<file path="src/rtl/write_back_stage.sv">
// Final RISC-V pipeline stage: selects the retiring result (ALU, extended load
// data or link address) and drives the register-file write port.
module write_back_stage #(
  parameter int LOAD_TIMEOUT = 16
) (
  input  logic        clk,
  input  logic        rst,
  input  logic        in_valid,
  output logic        in_ready,
  input  logic [31:0] alu_result,
  input  logic [31:0] pc,
  input  logic [1:0]  write_back_type_input,
  input  logic [1:0]  read_status_input,
  input  logic        load_unsigned_input,
  input  logic [4:0]  destination_register_number_input,
  input  logic [31:0] mem_read_data,
  input  logic        mem_read_valid,
  output logic [4:0]  destination_register_number,
  output logic [31:0] write_back_data,
  output logic        write_enable,
  output logic        load_error,
  output logic [31:0] retired_count
);

  localparam int CNT_W = $clog2(LOAD_TIMEOUT + 1);

  typedef enum logic {IDLE, WAIT_LOAD} state_t;

  state_t           state;
  logic [CNT_W-1:0] wait_cnt;

  // Load descriptor captured at accept, consumed when the data returns
  logic [1:0] ld_off_p1;
  logic [1:0] ld_status_p1;
  logic       ld_unsigned_p1;
  logic [4:0] ld_rd_p1;

  logic        is_load;
  logic        imm_we;
  logic [31:0] imm_data;

  assign in_ready = (state == IDLE);
  assign is_load  = (write_back_type_input == 2'b10) && (read_status_input != 2'b00);
  assign imm_we   = (write_back_type_input[0] == 1'b1) &&
                    (destination_register_number_input != 5'd0);

  always_comb begin
    imm_data = 32'd0;
    case (write_back_type_input)
      2'b01:   imm_data = alu_result;
      2'b11:   imm_data = pc + 32'd4;
      default: imm_data = 32'd0;
    endcase
  end

  function automatic logic [31:0] extract_load(input logic [31:0] word,
                                               input logic [1:0]  off,
                                               input logic [1:0]  status,
                                               input logic        uns);
    logic [7:0]         b;
    logic [15:0]        h;
    logic signed [31:0] res;
    b   = 8'(word >> {off, 3'b000});
    h   = off[1] ? word[31:16] : word[15:0];
    res = word;
    case (status)
      2'b01:   res = uns ? {24'd0, b} : {{24{b[7]}}, b};
      2'b10:   res = uns ? {16'd0, h} : {{16{h[15]}}, h};
      default: res = word;
    endcase
    return res;
  endfunction

  always_ff @(posedge clk) begin
    if (state == IDLE && in_valid && is_load) begin
      ld_off_p1      <= alu_result[1:0];
      ld_status_p1   <= read_status_input;
      ld_unsigned_p1 <= load_unsigned_input;
      ld_rd_p1       <= destination_register_number_input;
    end
  end

  // Write-back register: outputs update one cycle after accept or load return
  always_ff @(posedge clk) begin
    if (rst) begin
      state                       <= IDLE;
      wait_cnt                    <= '0;
      destination_register_number <= 5'd0;
      write_back_data             <= 32'd0;
      write_enable                <= 1'b0;
      load_error                  <= 1'b0;
      retired_count               <= 32'd0;
    end else begin
      write_enable                <= 1'b0;
      destination_register_number <= 5'd0;
      case (state)
        IDLE: begin
          if (in_valid) begin
            if (is_load) begin
              state    <= WAIT_LOAD;
              wait_cnt <= '0;
            end else begin
              write_enable                <= imm_we;
              destination_register_number <= imm_we ? destination_register_number_input : 5'd0;
              write_back_data             <= imm_data;
              retired_count               <= retired_count + 32'd1;
            end
          end
        end
        WAIT_LOAD: begin
          if (mem_read_valid) begin
            write_enable                <= (ld_rd_p1 != 5'd0);
            destination_register_number <= ld_rd_p1;
            write_back_data             <= extract_load(mem_read_data, ld_off_p1,
                                                        ld_status_p1, ld_unsigned_p1);
            retired_count               <= retired_count + 32'd1;
            state                       <= IDLE;
          end else if (wait_cnt == CNT_W'(LOAD_TIMEOUT - 2)) begin
            // The increment would reach LOAD_TIMEOUT-1: abandon the load
            load_error    <= 1'b1;
            retired_count <= retired_count + 32'd1;
            state         <= IDLE;
          end else begin
            wait_cnt <= wait_cnt + CNT_W'(1);
          end
        end
        default: state <= IDLE;
      endcase
    end
  end

endmodule

</file>
<file path="config.mk">
export PLATFORM = sky130hd
export DESIGN_NAME = write_back_stage
export DESIGN_NICKNAME = d
export VERILOG_FILES = /design/src/rtl/write_back_stage.sv
export SDC_FILE = /design/constraint.sdc
export NUM_CORES = 1
export LEC_CHECK = 0
export BUFFER_PORTS_ARGS = -buffer_cell sky130_fd_sc_hd__buf_2
export CORE_UTILIZATION = 30
export CTS_BUF_LIST = sky130_fd_sc_hd__clkbuf_4 sky130_fd_sc_hd__clkbuf_8
export DETAILED_ROUTE_END_ITERATION = 16
export SKIP_LAST_GASP = 1
export SLEW_MARGIN = 0
export SYNTH_ARGS = -nofsm -noshare
export SYNTH_HDL_FRONTEND = slang
export SYNTH_SLANG_ARGS = --single-unit
</file>
<file path="constraint.sdc">
create_clock -name clk -period 1.9 [get_ports clk]
set_input_delay 0.19 -clock clk [delete_from_list [all_inputs] [get_ports clk]]
set_output_delay 0.19 -clock clk [all_outputs]
set_load 0.03 [all_outputs]
</file>
* Word level (Yosys, flattened, before mapping) *
Index checks and enable logic that the tools add are counted.

cells by class
  add/subtract/negate cells = 3
  multipliers = 0
  divide/modulo/power cells = 0
  order comparisons = 0
  equality and inequality tests = 13
  shift operators = 1
  muxes and demuxes = 33
  bitwise logic cells = 2
  reduce and logical (&&, ||, !) cells = 11

operators with widths
  operator               count
  $mux 32                9
  $pmux 32 s2            4
  $mux 5                 8
  $add 32x1->32 const B  1
  $add 32x3->32 const B  1
  $shr 32x5->8           1
  $pmux 5 s2             2
  $mux 16                1
  $ne 2x2->1 const B     5
  $reduce_bool 5->1      2
  $reduce_and 3->1       3
  $mux 1                 7
  $eq 2x2->1 const B     3
  $add 5x1->5 const B    1
  $eq 5x4->1 const B     1
  $eq 2x1->1 const B     2
  $logic_and 1x1->1      4
  $pmux 1 s2             2
  $reduce_and 4->1       1
  $ne 3x2->1 const B     1
  $ne 2x1->1 const B     1
  $not 1->1              2
  $reduce_bool 2->1      1

word-level totals
  register bits after elaboration = 87
  latch bits = 0
  RAM bits = 0
  memory bits (read-only) = 0
  memories kept = 0

* Logic depth before layout (Yosys ltp) *
  depth in word-level cells = 6
  mapped depth = 10
  depth with buffers taken out = 8

* Worst setup path before layout *
Ideal clock, no wire load.

  path type = flip-flop to flip-flop
  start point = reg retired_count[3]
  end point = reg retired_count[24]
  setup time = 128 ps
  arrival time = 1853 ps
  path slack = -81 ps
  cell stages (with the launch flop) = 9
  path buffers = 2
  path through = dfxtp_1 -> and4_1 -> and3_1 -> buf_2 -> nand4_4 -> buf_2 -> nor3_1 -> xnor2_1 -> nor2_1

between the ends
  cells in the longest elaborated chain, start to end = 4
  elaborated cells on any way between the ends = 6
  those cells by class = add/sub (1); mux (5)

ends and longest elaborated chain
  item                        line           source
  start, declared             22             output logic [31:0] retired_count
  start signal, assigned      106            retired_count <= retired_count + 32'd1;
  start signal, assigned      116            retired_count <= retired_count + 32'd1;
  start signal, assigned      121            retired_count <= retired_count + 32'd1;
  $add 32x1->32 (*)           106, 116, 121
  $mux 32 (on tied branches)  118, 99
  $mux 32 (on tied branches)  111, 98
  $pmux 32 s2 (*)             96             case (state)

Mark *: on every way between the ends. The rest lies on a longest branch, timed or not. The select of a mux whose other input is x is not followed.
A chain may end at the register's enable or synchronous reset.

* Worst setup path in the final report *
  start point = reg ld_status_p1[1]
  end point = reg write_back_data[1]

between the ends
  cells in the longest elaborated chain, start to end = 4
  elaborated cells on any way between the ends = 5
  those cells by class = eq/ne (2); mux (3)

ends and longest elaborated chain
  item                                             line  source
  start, declared                                  34    logic [1:0] ld_status_p1;
  start signal, assigned                           77    ld_status_p1 <= read_status_input;
  $eq 2x2->1 / $eq 2x1->1 (equally long branches)  66    case (status)
  $pmux 32 s2 (*)                                  66
  $mux 32 (*)                                      111   if (mem_read_valid) begin
  $pmux 32 s2 (*)                                  96
  end signal, assigned                             105   write_back_data <= imm_data;
  end signal, assigned                             114   write_back_data <= extract_load(mem_read_data, ld_off_p1,
  end, declared                                    19    output logic [31:0] write_back_data,

Marks and branches as above.

==> reports/results.ini <==
[drt]
first_pass_iters = 5
wl_per_cell_um = 17.8
viasPerCell = 5.22
first_iter_violations = 448
drtAntennaViolNets = 0
vias = 5923
wl_um = 20200
drc = 0

[status]
status = completed

[floorplan]
rows = 47
die_area_um2 = 18000
start_util = 0.312
pin_count = 182
fp.dieH_um = 134
core_um2 = 16800
die_w_um = 134

[global_route]
grt_max_degree = 43
grt_overflow = 0
antenna_found_initial = 2
grt.total_usage = 0.225
use_met1 = 0.316
top_usage_layer = met2
grt_pass1_vias = 5597
use_met2 = 0.341
met3_usage = 0.0389
grt_first_pass_wirelength_um = 31200

[clock_network]
cts.path.max_buffers = 2
cts_buffers = 9
cts_sinks = 87
clk_latency_ps = 370
root_buffer = clkbuf_8
cts_tree = built
htree_levels = 3
clkTransAtPathRegs_ps = 100

[placement]
port-buffer-count = 181
dp_hpwl_um = 15900
place_inst = 1106
routabilityCongestion = 0.925

[cells_and_area]
fin_cells = 1134
mostFrequentLayoutCells = buf_2, buf_4, nor2_1
fin_nets = 1024
final_core_util = 0.454
drive_gt1_frac = 0.411
layout_commonest_cell = buf_2
area_growth_pct = 45.6

[critical_path]
r2r_end = write_back_data[1]
r2r-start = ld_status_p1[1]
ff2ff_path_depth = 8
critPathKind = register to register
crit_path_end_kind = register
critPathArrivalTime_ps = 2180
path_max_fanout = 7
cp.required_ps = 2210
reg2reg_slack_ps = 30
startpoint_type = register

[timing]
post-route-period-util = 0.984
setup_violations = 0
final_max_slew_viol_count = 0
fmax_mhz = 535
relSlewSlack = 0.606
timing.final.hold_violations = 0
rsz0062_at_grt = yes
clock_skew_ps = 15.3
fin_hold_ws_ps = 26.4
layout_min_cycle_time_ps = 1870
worstMarginPinSlew_ps = 588

[power_and_ir_drop]
p_leak_nw = 3.21
power.density_nw_per_um2 = 571
peakVddDrop_mv = 0.334

[synthesis]
yosysTopAreaCellShare = 0.294
syn_avg_cell_area_um2 = 8.17
synth_nets = 758
synth-edff-count = 10
syn_inst = 642
yosysWarningCount = 0
synth.area.top_cells = dfxtp_1, xnor2_1, edfxtp_1
synth_area_um2 = 5250
synth_area_leader_cell = dfxtp_1
yosys_most_used_dff = dfxtp_1
synth_cell_type_count = 64
synth-seq-area-share = 0.351
async_reset_ff_frac = 0
yosys_register_bits = 87

[hold_path]
hp-start = destination_register_number_input[0]
holdPathStages = 1
hp-class = input pin to register
whs_endpoint = ld_rd_p1[0]

[job]
max_cap_violations = 0

[registers in the layout (all words and copies together) (netlist names)]
name,flops
state,1
ld_rd_p1,5
load_error,1
ld_off_p1,2
destination_register_number,5
retired_count,32
ld_status_p1,2
wait_cnt,5
write_back_data,32
ld_unsigned_p1,1
write_enable,1
[metrics by stage]
| stage | TNS [ps] | total power [mW] | setup WS (ps) | area [µm²] |
|---|---|---|---|---|
| 3_3_place_gp | -366 | 2.92 | -126 | 7090 |
| 6_report | 0 | 4.37 | 30.3 | 7640 |
| 5_1_grt | -347 | 4.56 | -57.9 | 7640 |
| 4_1_cts | -0.0198 | 4.37 | -0.0198 | 7420 |
| 2_1_floorplan | 0 | 2.46 | 10.1 | 5260 |
| 3_5_place_dp | -636 | 2.92 | -142 | 7090 |
[routing by layer]
| layer | share of wire | up-vias | wire length [µm] |
|---|---|---|---|
| li1 | - | 2888 | - |
| met1 | 0.47 | 2798 | 9510 |
| met2 | 0.44 | 202 | 8930 |
| met3 | 0.059 | 33 | 1180 |
| met4 | 0.026 | 2 | 530 |
| met5 | 0.00040 | - | 8 |
[worst max-delay path, stage by stage (launching register included)]
cell and delay [ps]:
edfxtp_1 450, inv_2 100, ha_4 170, nand2b_4 70
and2_4 180, o21ai_4 260, a221oi_2 120, or3_1 350
a21oi_1 110
[cells in the mapped netlist, types with 9 or more instances]
cell type and n:
a21oi_1 55, a221oi_1 21, clkbuf_1 28, dfxtp_1 77, edfxtp_1 10, inv_1 18, nand2_1 56, nand3_1 21
nand4_1 16, nor2_1 72, nor2b_1 9, nor3_1 17, nor4_1 11, o21ai_0 29, o31ai_1 11, or3_1 11
xnor2_1 44, xor2_1 9
[kinds of logic after synthesis]
family / count (synthesis) / share of synthesized area
and+or+nand+nor: 258 / 0.264
AOI/OAI and AO/OA: 167 / 0.214
muxes: 10 / 0.0224
buffers and inverters: 61 / 0.0455
adders and majority gates: 6 / 0.0143
xor gates and xnor gates: 53 / 0.0885
DFF: 87 / 0.351
[how the worst max path moves through the flow]
| stage | startpoint | to | slack (ps) | cells past startpoint |
|---|---|---|---|---|
| floorplan | retired_count[8] | retired_count[24] | 10 | 7 |
| global placement | pc[2] | write_back_data[30] | -130 | 9 |
| detailed placement | pc[2] | write_back_data[30] | -140 | 9 |
| CTS | ld_off_p1[1] | write_back_data[7] | -0.02 | 7 |
| global route | ld_status_p1[1] | write_back_data[1] | -60 | 8 |
| finish | ld_status_p1[1] | write_back_data[1] | 30 | 8 |
[where the power goes]
part | internal [mW] | switching, mW | total [mW]
Sequential | 1.92 | 0.0450 | 1.96
Clock | 0.664 | 0.763 | 1.43
Combinational | 0.394 | 0.581 | 0.975
[layout make-up]
type / instances / area [µm²]
multi-input cells: 494 / 3370
inverters: 20 / 77.6
well taps: 220 / 275
fillers: 1726 / 9180
flip-flops and latches: 87 / 1850
diodes: 1 / 2.50
clock buffers: 10 / 138
repair buffers: 296 / 1860
clock inverters: 6 / 72.6
[repair_timing]
action,4_1_cts,5_1_grt
setup endpoints to repair,8,43
hold buffers,6,0
gates cloned,0,1
buffers inserted,2,3
endpoints found under the hold margin,6,0
gates resized for setup,8,43
pin swaps,2,25
Power figures use the tool's default switching activity.
